<file path="config.mk">
export PLATFORM = sky130hd
export DESIGN_NAME = priority_encoder_pipe
export DESIGN_NICKNAME = d
export VERILOG_FILES = /design/src/rtl/priority_encoder_pkg.sv /design/src/rtl/pe_seg_find.sv /design/src/rtl/priority_encoder_pipe.sv
export SDC_FILE = /design/constraint.sdc
export NUM_CORES = 1
export LEC_CHECK = 0
export CORE_MARGIN = 1.5
export CORE_UTILIZATION = 30
export CTS_CLUSTER_DIAMETER = 80
export CTS_CLUSTER_SIZE = 25
export DETAILED_ROUTE_END_ITERATION = 10
export DONT_BUFFER_PORTS = 1
export PLACE_DENSITY = 0.43
export RECOVER_POWER = 100
export REMOVE_ABC_BUFFERS = 1
export SYNTH_ARGS = -nofsm -noshare
export SYNTH_HDL_FRONTEND = slang
export SYNTH_SLANG_ARGS = --single-unit
</file>
<file path="constraint.sdc">
create_clock -name clk_i -period 3.1 [get_ports clk_i]
set_clock_uncertainty 0.15 [all_clocks]
set_input_delay 0.93 -clock clk_i [delete_from_list [all_inputs] [get_ports clk_i]]
set_output_delay 0.93 -clock clk_i [all_outputs]
set_load 0.02 [all_outputs]
</file>
<file path="src/rtl/priority_encoder_pkg.sv">
// Shared constants and elaboration helpers for the segmented priority encoder.
package priority_encoder_pkg;

  localparam int PE_WIDTH_DEF = 16;
  localparam int PE_SEG_W_DEF = 4;

  // Index width for n positions; never below 1 so single-bit ranges stay legal.
  function automatic int clog2_f(input int n);
    int r;
    r = 1;
    for (int i = 1; i < 31; i++) begin
      if ((1 << i) < n) r = i + 1;
    end
    return r;
  endfunction

endpackage

</file>
<file path="src/rtl/pe_seg_find.sv">
// Local search within one segment: nz flag, one-hot highest/lowest set bit (+ local index with PRIO_ENC_IDX_EN).
// Latency: combinational.
// Backpressure: none, pure function of seg.
module pe_seg_find
  import priority_encoder_pkg::*;
#(
  parameter int SEG_W = PE_SEG_W_DEF
) (
  input  logic [SEG_W-1:0] seg,
  output logic             nz,
  output logic [SEG_W-1:0] left,
  output logic [SEG_W-1:0] right
`ifdef PRIO_ENC_IDX_EN
  ,
  output logic [clog2_f(SEG_W)-1:0] left_idx,
  output logic [clog2_f(SEG_W)-1:0] right_idx
`endif
);

`ifdef PRIO_ENC_IDX_EN
  localparam int SIW = clog2_f(SEG_W);
`endif

  assign nz = |seg;

  // Ascending scan keeps the highest set bit, descending scan keeps the lowest.
  always_comb begin
    left  = '0;
    right = '0;
`ifdef PRIO_ENC_IDX_EN
    left_idx  = '0;
    right_idx = '0;
`endif
    for (int i = 0; i < SEG_W; i++) begin
      if (seg[i]) begin
        left    = '0;
        left[i] = 1'b1;
`ifdef PRIO_ENC_IDX_EN
        left_idx = SIW'(i);
`endif
      end
    end
    for (int i = SEG_W - 1; i >= 0; i--) begin
      if (seg[i]) begin
        right    = '0;
        right[i] = 1'b1;
`ifdef PRIO_ENC_IDX_EN
        right_idx = SIW'(i);
`endif
      end
    end
  end

endmodule

</file>
<file path="src/rtl/priority_encoder_pipe.sv">
// Two-stage segmented priority encoder: one-hot MSB/LSB + zero flag; indices too when PRIO_ENC_IDX_EN is defined.
// Latency: 2 register stages, 1 word/cycle sustained.
// Backpressure: valid/ready; a stage loads when empty or draining, data_rdy_o low only with both stages full and data_rdy_i low.
module priority_encoder_pipe
  import priority_encoder_pkg::*;
#(
  parameter int WIDTH = PE_WIDTH_DEF,
  parameter int SEG_W = PE_SEG_W_DEF
) (
  input  logic             clk_i,
  input  logic             srst_i,
  input  logic [WIDTH-1:0] data_i,
  input  logic             data_val_i,
  output logic             data_rdy_o,
  output logic [WIDTH-1:0] data_left_o,
  output logic [WIDTH-1:0] data_right_o,
  output logic             data_zero_o,
  output logic             data_val_o,
  input  logic             data_rdy_i
`ifdef PRIO_ENC_IDX_EN
  ,
  output logic [clog2_f(WIDTH)-1:0] data_left_idx_o,
  output logic [clog2_f(WIDTH)-1:0] data_right_idx_o
`endif
);

  localparam int NSEG = WIDTH / SEG_W;

  if (((WIDTH % SEG_W) != 0) || (NSEG < 2)) begin : g_param_chk
    $error("priority_encoder_pipe: WIDTH must be a multiple of SEG_W with at least 2 segments");
  end

  typedef struct packed {
    logic [NSEG-1:0]  nz;
    logic [WIDTH-1:0] left;
    logic [WIDTH-1:0] right;
  } s1_t;

  logic [NSEG-1:0]  seg_nz;
  logic [WIDTH-1:0] seg_left;
  logic [WIDTH-1:0] seg_right;

`ifdef PRIO_ENC_IDX_EN
  localparam int IW  = clog2_f(WIDTH);
  localparam int SIW = clog2_f(SEG_W);
  logic [NSEG*SIW-1:0] seg_lidx, seg_ridx;
  logic [NSEG*SIW-1:0] s1_lidx, s1_ridx;
  logic [IW-1:0]       left_idx_n, right_idx_n;
`endif

  for (genvar k = 0; k < NSEG; k++) begin : g_seg
    pe_seg_find #(.SEG_W(SEG_W)) u_find (
      .seg       (data_i[k*SEG_W +: SEG_W]),
      .nz        (seg_nz[k]),
      .left      (seg_left[k*SEG_W +: SEG_W]),
      .right     (seg_right[k*SEG_W +: SEG_W])
`ifdef PRIO_ENC_IDX_EN
      ,
      .left_idx  (seg_lidx[k*SIW +: SIW]),
      .right_idx (seg_ridx[k*SIW +: SIW])
`endif
    );
  end

  s1_t  s1_q;
  logic s1_vld;
  logic rdy2;

  assign rdy2       = ~data_val_o | data_rdy_i;
  assign data_rdy_o = ~s1_vld | rdy2;

  always_ff @(posedge clk_i or posedge srst_i) begin
    if (srst_i) begin
      s1_vld <= 1'b0;
      s1_q   <= '0;
`ifdef PRIO_ENC_IDX_EN
      s1_lidx <= '0;
      s1_ridx <= '0;
`endif
    end else if (data_rdy_o) begin
      s1_vld <= data_val_i;
      if (data_val_i) begin
        s1_q <= '{nz: seg_nz, left: seg_left, right: seg_right};
`ifdef PRIO_ENC_IDX_EN
        s1_lidx <= seg_lidx;
        s1_ridx <= seg_ridx;
`endif
      end
    end
  end

  logic [WIDTH-1:0] left_n, right_n;

  // Highest non-empty segment wins for left, lowest for right; other segments stay zero.
  always_comb begin
    left_n  = '0;
    right_n = '0;
`ifdef PRIO_ENC_IDX_EN
    left_idx_n  = '0;
    right_idx_n = '0;
`endif
    for (int k = 0; k < NSEG; k++) begin
      if (s1_q.nz[k]) begin
        left_n                    = '0;
        left_n[k*SEG_W +: SEG_W]  = s1_q.left[k*SEG_W +: SEG_W];
`ifdef PRIO_ENC_IDX_EN
        left_idx_n = IW'(k * SEG_W + int'(s1_lidx[k*SIW +: SIW]));
`endif
      end
    end
    for (int k = NSEG - 1; k >= 0; k--) begin
      if (s1_q.nz[k]) begin
        right_n                   = '0;
        right_n[k*SEG_W +: SEG_W] = s1_q.right[k*SEG_W +: SEG_W];
`ifdef PRIO_ENC_IDX_EN
        right_idx_n = IW'(k * SEG_W + int'(s1_ridx[k*SIW +: SIW]));
`endif
      end
    end
  end

  always_ff @(posedge clk_i or posedge srst_i) begin
    if (srst_i) begin
      data_val_o   <= 1'b0;
      data_left_o  <= '0;
      data_right_o <= '0;
      data_zero_o  <= 1'b0;
`ifdef PRIO_ENC_IDX_EN
      data_left_idx_o  <= '0;
      data_right_idx_o <= '0;
`endif
    end else if (rdy2) begin
      data_val_o <= s1_vld;
      if (s1_vld) begin
        data_left_o  <= left_n;
        data_right_o <= right_n;
        data_zero_o  <= ~|s1_q.nz;
`ifdef PRIO_ENC_IDX_EN
        data_left_idx_o  <= left_idx_n;
        data_right_idx_o <= right_idx_n;
`endif
      end
    end
  end

endmodule
</file>
Word level (Yosys, flattened, before mapping)
Index checks and enable logic that the tools add are counted.

storage, ports and cells
  register bits after elaboration = 71
  input bits = 20
  output and inout bits = 35
  logic and storage cells = 60

cells by class
  multiplexer cells = 40
  bitwise logic cells = 4
  reduce and logical (&&, ||, !) cells = 8

operators with widths
  cell                 count
  2-to-1 mux 16 bit    7
  2-to-1 mux 4 bit     21
  OR reduction 4 bit   5
  2-to-1 mux 3 bit     4
  2-to-1 mux 2 bit     4
  2-to-1 mux 1 bit     4
  AND reduction 2 bit  2
  NOT 1 bit            2
  OR 1 bit             2
  zero test 1 bit      1

Logic depth before layout (Yosys ltp)
  depth after elaboration = 4
  gate-level depth with buffers = 4
  gate-level depth less buffers = 3

Hierarchy
From an unflattened synthesis, not the netlist that was laid out.

second synthesis, totals
  cells, all modules = 253
  area total of the unflattened synthesis = 3194.3 µm²

modules (own cells, without submodules)
  module                 instances  cells an instance  area each (µm²)  seq. area each (µm²)
  priority_encoder_pipe  1          217                2924.1           1776.7
  pe_seg_find            4          9                  67.6             0.0

Worst setup path after synthesis
No wires, ideal clock.

  path kind = input port to output port
  start = input port data_rdy_i
  end = output port data_rdy_o
  arrival = 1425 ps
  required time = 2020 ps
  path slack = 595 ps
  stages on the path = 2
  buffers on the path = 1
  path through = nand3b_1 > clkbuf_1

on the way
  longest elaborated chain between the ends = 2

ends and longest elaborated chain
  what             line                         source
  start, declared  priority_encoder_pipe.sv:19  input logic data_rdy_i
  OR 1 bit         priority_encoder_pipe.sv:69  assign rdy2 = ~data_val_o | data_rdy_i;
  OR 1 bit         priority_encoder_pipe.sv:70  assign data_rdy_o = ~s1_vld | rdy2;
  end, declared    priority_encoder_pipe.sv:14  output logic data_rdy_o,

Every way passes these cells.

Final worst setup path
  start = input port data_rdy_i
  end = register s1_q[0] in the netlist's numbering

on the way
  longest elaborated chain between the ends = 3

ends and longest elaborated chain
  what                           line                         source
  OR 1 bit                       priority_encoder_pipe.sv:69
  OR 1 bit                       priority_encoder_pipe.sv:70
  AND reduction 2 bit (no line)  -
  end signal, assigned           priority_encoder_pipe.sv:83  s1_q <= '{nz: seg_nz, left: seg_left, right: seg_right};
  end, declared                  priority_encoder_pipe.sv:65  s1_t s1_q;

Every way passes these cells.
A chain may end at the register's enable or synchronous reset.

==> impl.org <==
** Power
- The share of total power dissipated in combinational logic is 0.087.
- Share of power burned in registers :: 0.577
- Net switching fraction of the power :: 0.265
- Power per standard cell area :: 556 nW/um2
- The share of total power dissipated in the clock network is 0.336.
- Switching component of the power :: 485 uW
- Worst-case vdd ir drop :: 0.167 mV
- Leakage Power :: 1.41 nW
- Internal power comes to 1.34 mW.
- Total power :: 1.83 mW

** STA
- For the finished layout, the period the worst path requires is 2.42 ns.
- Setup violations remaining at the end of the flow were counted as 0.
- At the pin with the least slew margin, the transition time is 1.49 ns.
- In the final timing run, aggregate negative setup slack is 0 ns.
- In this run the tightest slew margin relative to its limit is 0.00605.
- Unrepaired setup endpoints after global routing :: false
- Maximum clock frequency :: 414 MHz
- The hold violation count in the final report came to 0.
- Final Cycle Share :: 0.780
- Hold timing on the final database bottoms out at a slack of 0.334 ns.
- Post-layout worst setup margin :: 0.683 ns
- The number of slew-limit violations in the final report is 0.

** CTS
- Clock tree synthesis inserted a total of 9 buffers.
- Hold-fix buffers at CTS :: 0
- Maximum clock path buffer count :: 2
- CTS tree :: done
- Cell chosen for the clock root :: clkbuf_8
- CTS saw 71 sinks.
- Clock transition at the register clock pins on the worst setup and hold paths after CTS :: 0.07 ns
- The number of gates resized after CTS was 0.
- Clock insertion delay at the later pin of the skew report :: 0.34 ns
- Once the clock tree was built, the setup fixing pass inserted 0 buffers.
- The clock tree synthesis step divided the H-tree into 3 levels.

** Critical path
- Master of the slowest instance on the critical path :: clkbuf_2
- The worst register-to-register path begins at data_val_o.
- STA classifies the critical path startpoint as an input pin.
- The worst setup path is of the input pin to register kind.
- Counting buffers and inverters, the worst setup path is 4 cells deep.
- STA classifies the critical path endpoint as a register.
- Maximum net fanout on the critical path :: 32
- The signal on the critical path passes through nand3b_1 -> nand2_1 -> clkbuf_2 -> mux2_2.
- For flop-to-flop paths, the worst setup slack is 0.83 ns.
- Crit path largest cell delay :: 0.67 ns
- On the critical path the largest part of the delay comes from buffers and inverters.
- Crit path capture :: s1_q[0]
- Data on the critical path is required at its endpoint by 3.17 ns.
- Counting both buffers and inverters, the worst setup path holds a total of 1.
- Worst Path Arrival :: 2.49 ns
- Start point of the critical path :: data_rdy_i
- Endpoint of the most critical register-to-register path :: s1_q[0]
- Reg2Reg Depth :: 4

** Routing
- Routed wire length :: 6340 um
- The detail route stage leaves a number of antenna-violating nets equal to 0.
- In the final routed layout, each cell accounts on average for 16.7 um.
- Across all layers, the routed design uses 1,839 vias.
- Drc violations :: 0
- The detailed router finished its first iteration with 61 violations.
- Dividing the detail-routed via count by the number of cells gives 4.85.
- Iteration count of the initial detailed-routing pass :: 4

** Placed design
- Input and output buffers added on the ports amount to 0.
- Detail Placement HPWL :: 4100 um
- In this run, placement finished with an instance count of 363.
- Before CTS, the worst setup slack after placement is 0.605 ns.
- Post-detailed-placement cell area :: 3150 um2
- Routability-driven placement finished with a final weighted congestion of 0.694.

** Floorplanning
- For this configuration, the core starts out at a cell density of 0.308.
- Core Rows :: 36
- The region available for standard cell placement spans 9730 um2.
- Pin placement for this block handled 55 I/O pins.
- The die is 103 um wide.
- In this run the vertical extent of the chip is 103 um.
- The die covers 10,600 um2.

** Cells and area
- In the final design database the tool counted 261 nets.
- In the final layout, the share of cells above drive strength 1 is 0.236.
- In the final layout, the multi-input gates occupy 1140 um2.
- After filler insertion, the fill cell instance count of the layout stands at 1,014.
- Highest-count cells in the layout ignoring fill and taps :: dfrtp_1, o21ai_0, mux2_2
- The area growth from synthesis to layout is 9.99%.
- Leaving out fill and tap cells, the most frequent cell in the layout is dfrtp_1.
- Final Non-Filler Cells :: 379
- Final core utilization :: 0.338
- Fin area :: 3290 um2
- The repair_antennas step left the layout with diodes totalling 0.
- In the final layout, flip-flops and latches occupy 1780 um2.

** Logic synthesis
- Dominant cells by area after synthesis :: dfrtp_1, mux2_2, o21ai_0, a22o_1, nor4b_1
- Number of enable flip-flop cells after synthesis :: 0
- For this run, the leading register cell type out of synthesis is dfrtp_1.
- A synthesized cell averages 12.6 um2.
- Yosys mapped the design onto 26 distinct sky130hd cell types.
- For this run, the register share of the synthesized area comes to 0.594.
- Counting flops with an async set or reset pin after synthesis yields a share of 1.00.
- Summing every instance area after synthesis gives 2990 um2.
- Area share of the largest cell type after synthesis :: 0.594
- Number of standard cells after synthesis :: 238
- Yosys reg bits :: 71
- Synthesis Warnings :: 0
- The largest total area in the synthesized netlist belongs to dfrtp_1.

** Run
- Max_cap viols :: 1

** Global route
- The first global-routing pass estimated 10,500 um of wire.
- Sum of overflow across all layers after global routing :: 0
- The via count of the first global-routing pass was 1,948.
- Entering global routing, the biggest net connects 39 pins.
- For this run, the total global-route usage over all layers was measured as 0.134.
- The number of antenna violations at the first check in global routing was 0.

** Run status
- The final reports fail on capacitance limit.
- Result of the run :: complete, but fails checks

** Worst hold path
- The worst hold path belongs to the class register to register.
- Along the worst hold path, the cell count comes to 1.
## power groups by stage
stage | combinational, mW | sequential, mW | clock (mW)
floorplan | 0.123 | 1.06 | 0
global placement | 0.165 | 1.07 | 0
detailed placement | 0.167 | 1.07 | 0
CTS | 0.167 | 1.06 | 0.649
global route | 0.184 | 1.07 | 0.691
finish | 0.159 | 1.06 | 0.615
## layer usage
metal | up-vias | track usage | share of wire
li1 | 869 | - | -
met1 | 932 | 0.170 | 0.44
met2 | 28 | 0.206 | 0.48
met3 | 10 | 0.0407 | 0.054
met4 | 0 | 0.0686 | 0.021
met5 | - | 0 | 0
## cells by family (layout without fill, tap and decap cells)
family                 after synthesis  after routing  share of synthesized area
buffers and inverters               16             24                     0.0263
and+or+nand+nor                     61             61                      0.141
AOI/OAI and AO/OA                   58             58                      0.119
DFF                                 71             71                      0.594
muxes                               32             32                      0.120
## layout make-up
class                   count  area share
well taps                 133      0.0506
multi-input cells         151       0.345
clock buffers              11      0.0399
clock inverters             5     0.00760
repair buffers              6      0.0144
flip-flops and latches     71       0.540
inverters                   2     0.00228
## how the worst min path moves through the flow
stage              from          endpoint  slack (ns)
5_1_grt        s1_q[13]  data_right_o[13]        0.35
6_report       s1_q[18]    data_left_o[2]        0.33
3_5_place_dp   s1_q[13]  data_right_o[13]        0.32
3_3_place_gp   s1_q[13]  data_right_o[13]        0.32
2_1_floorplan  s1_q[16]    data_left_o[0]        0.31
4_1_cts        s1_q[18]    data_left_o[2]        0.34
## sequential cells by signal, indices dropped and copies added, names as in the netlist
register      cells
data_right_o     16
data_zero_o       1
s1_vld            1
s1_q             36
data_left_o      16
data_val_o        1
## cell usage after synthesis (all sizes together) (3+ instances only)
cell type and count:
a21oi 4, a22o 16, a31oi 4, buf 10, clkbuf 4, dfrtp 71
mux2 32, nand2 17, nand2b 3, nor2b 9, nor3 3, nor3b 8
nor4 5, nor4b 8, o21ai 34
Power figures use the tool's default switching activity.
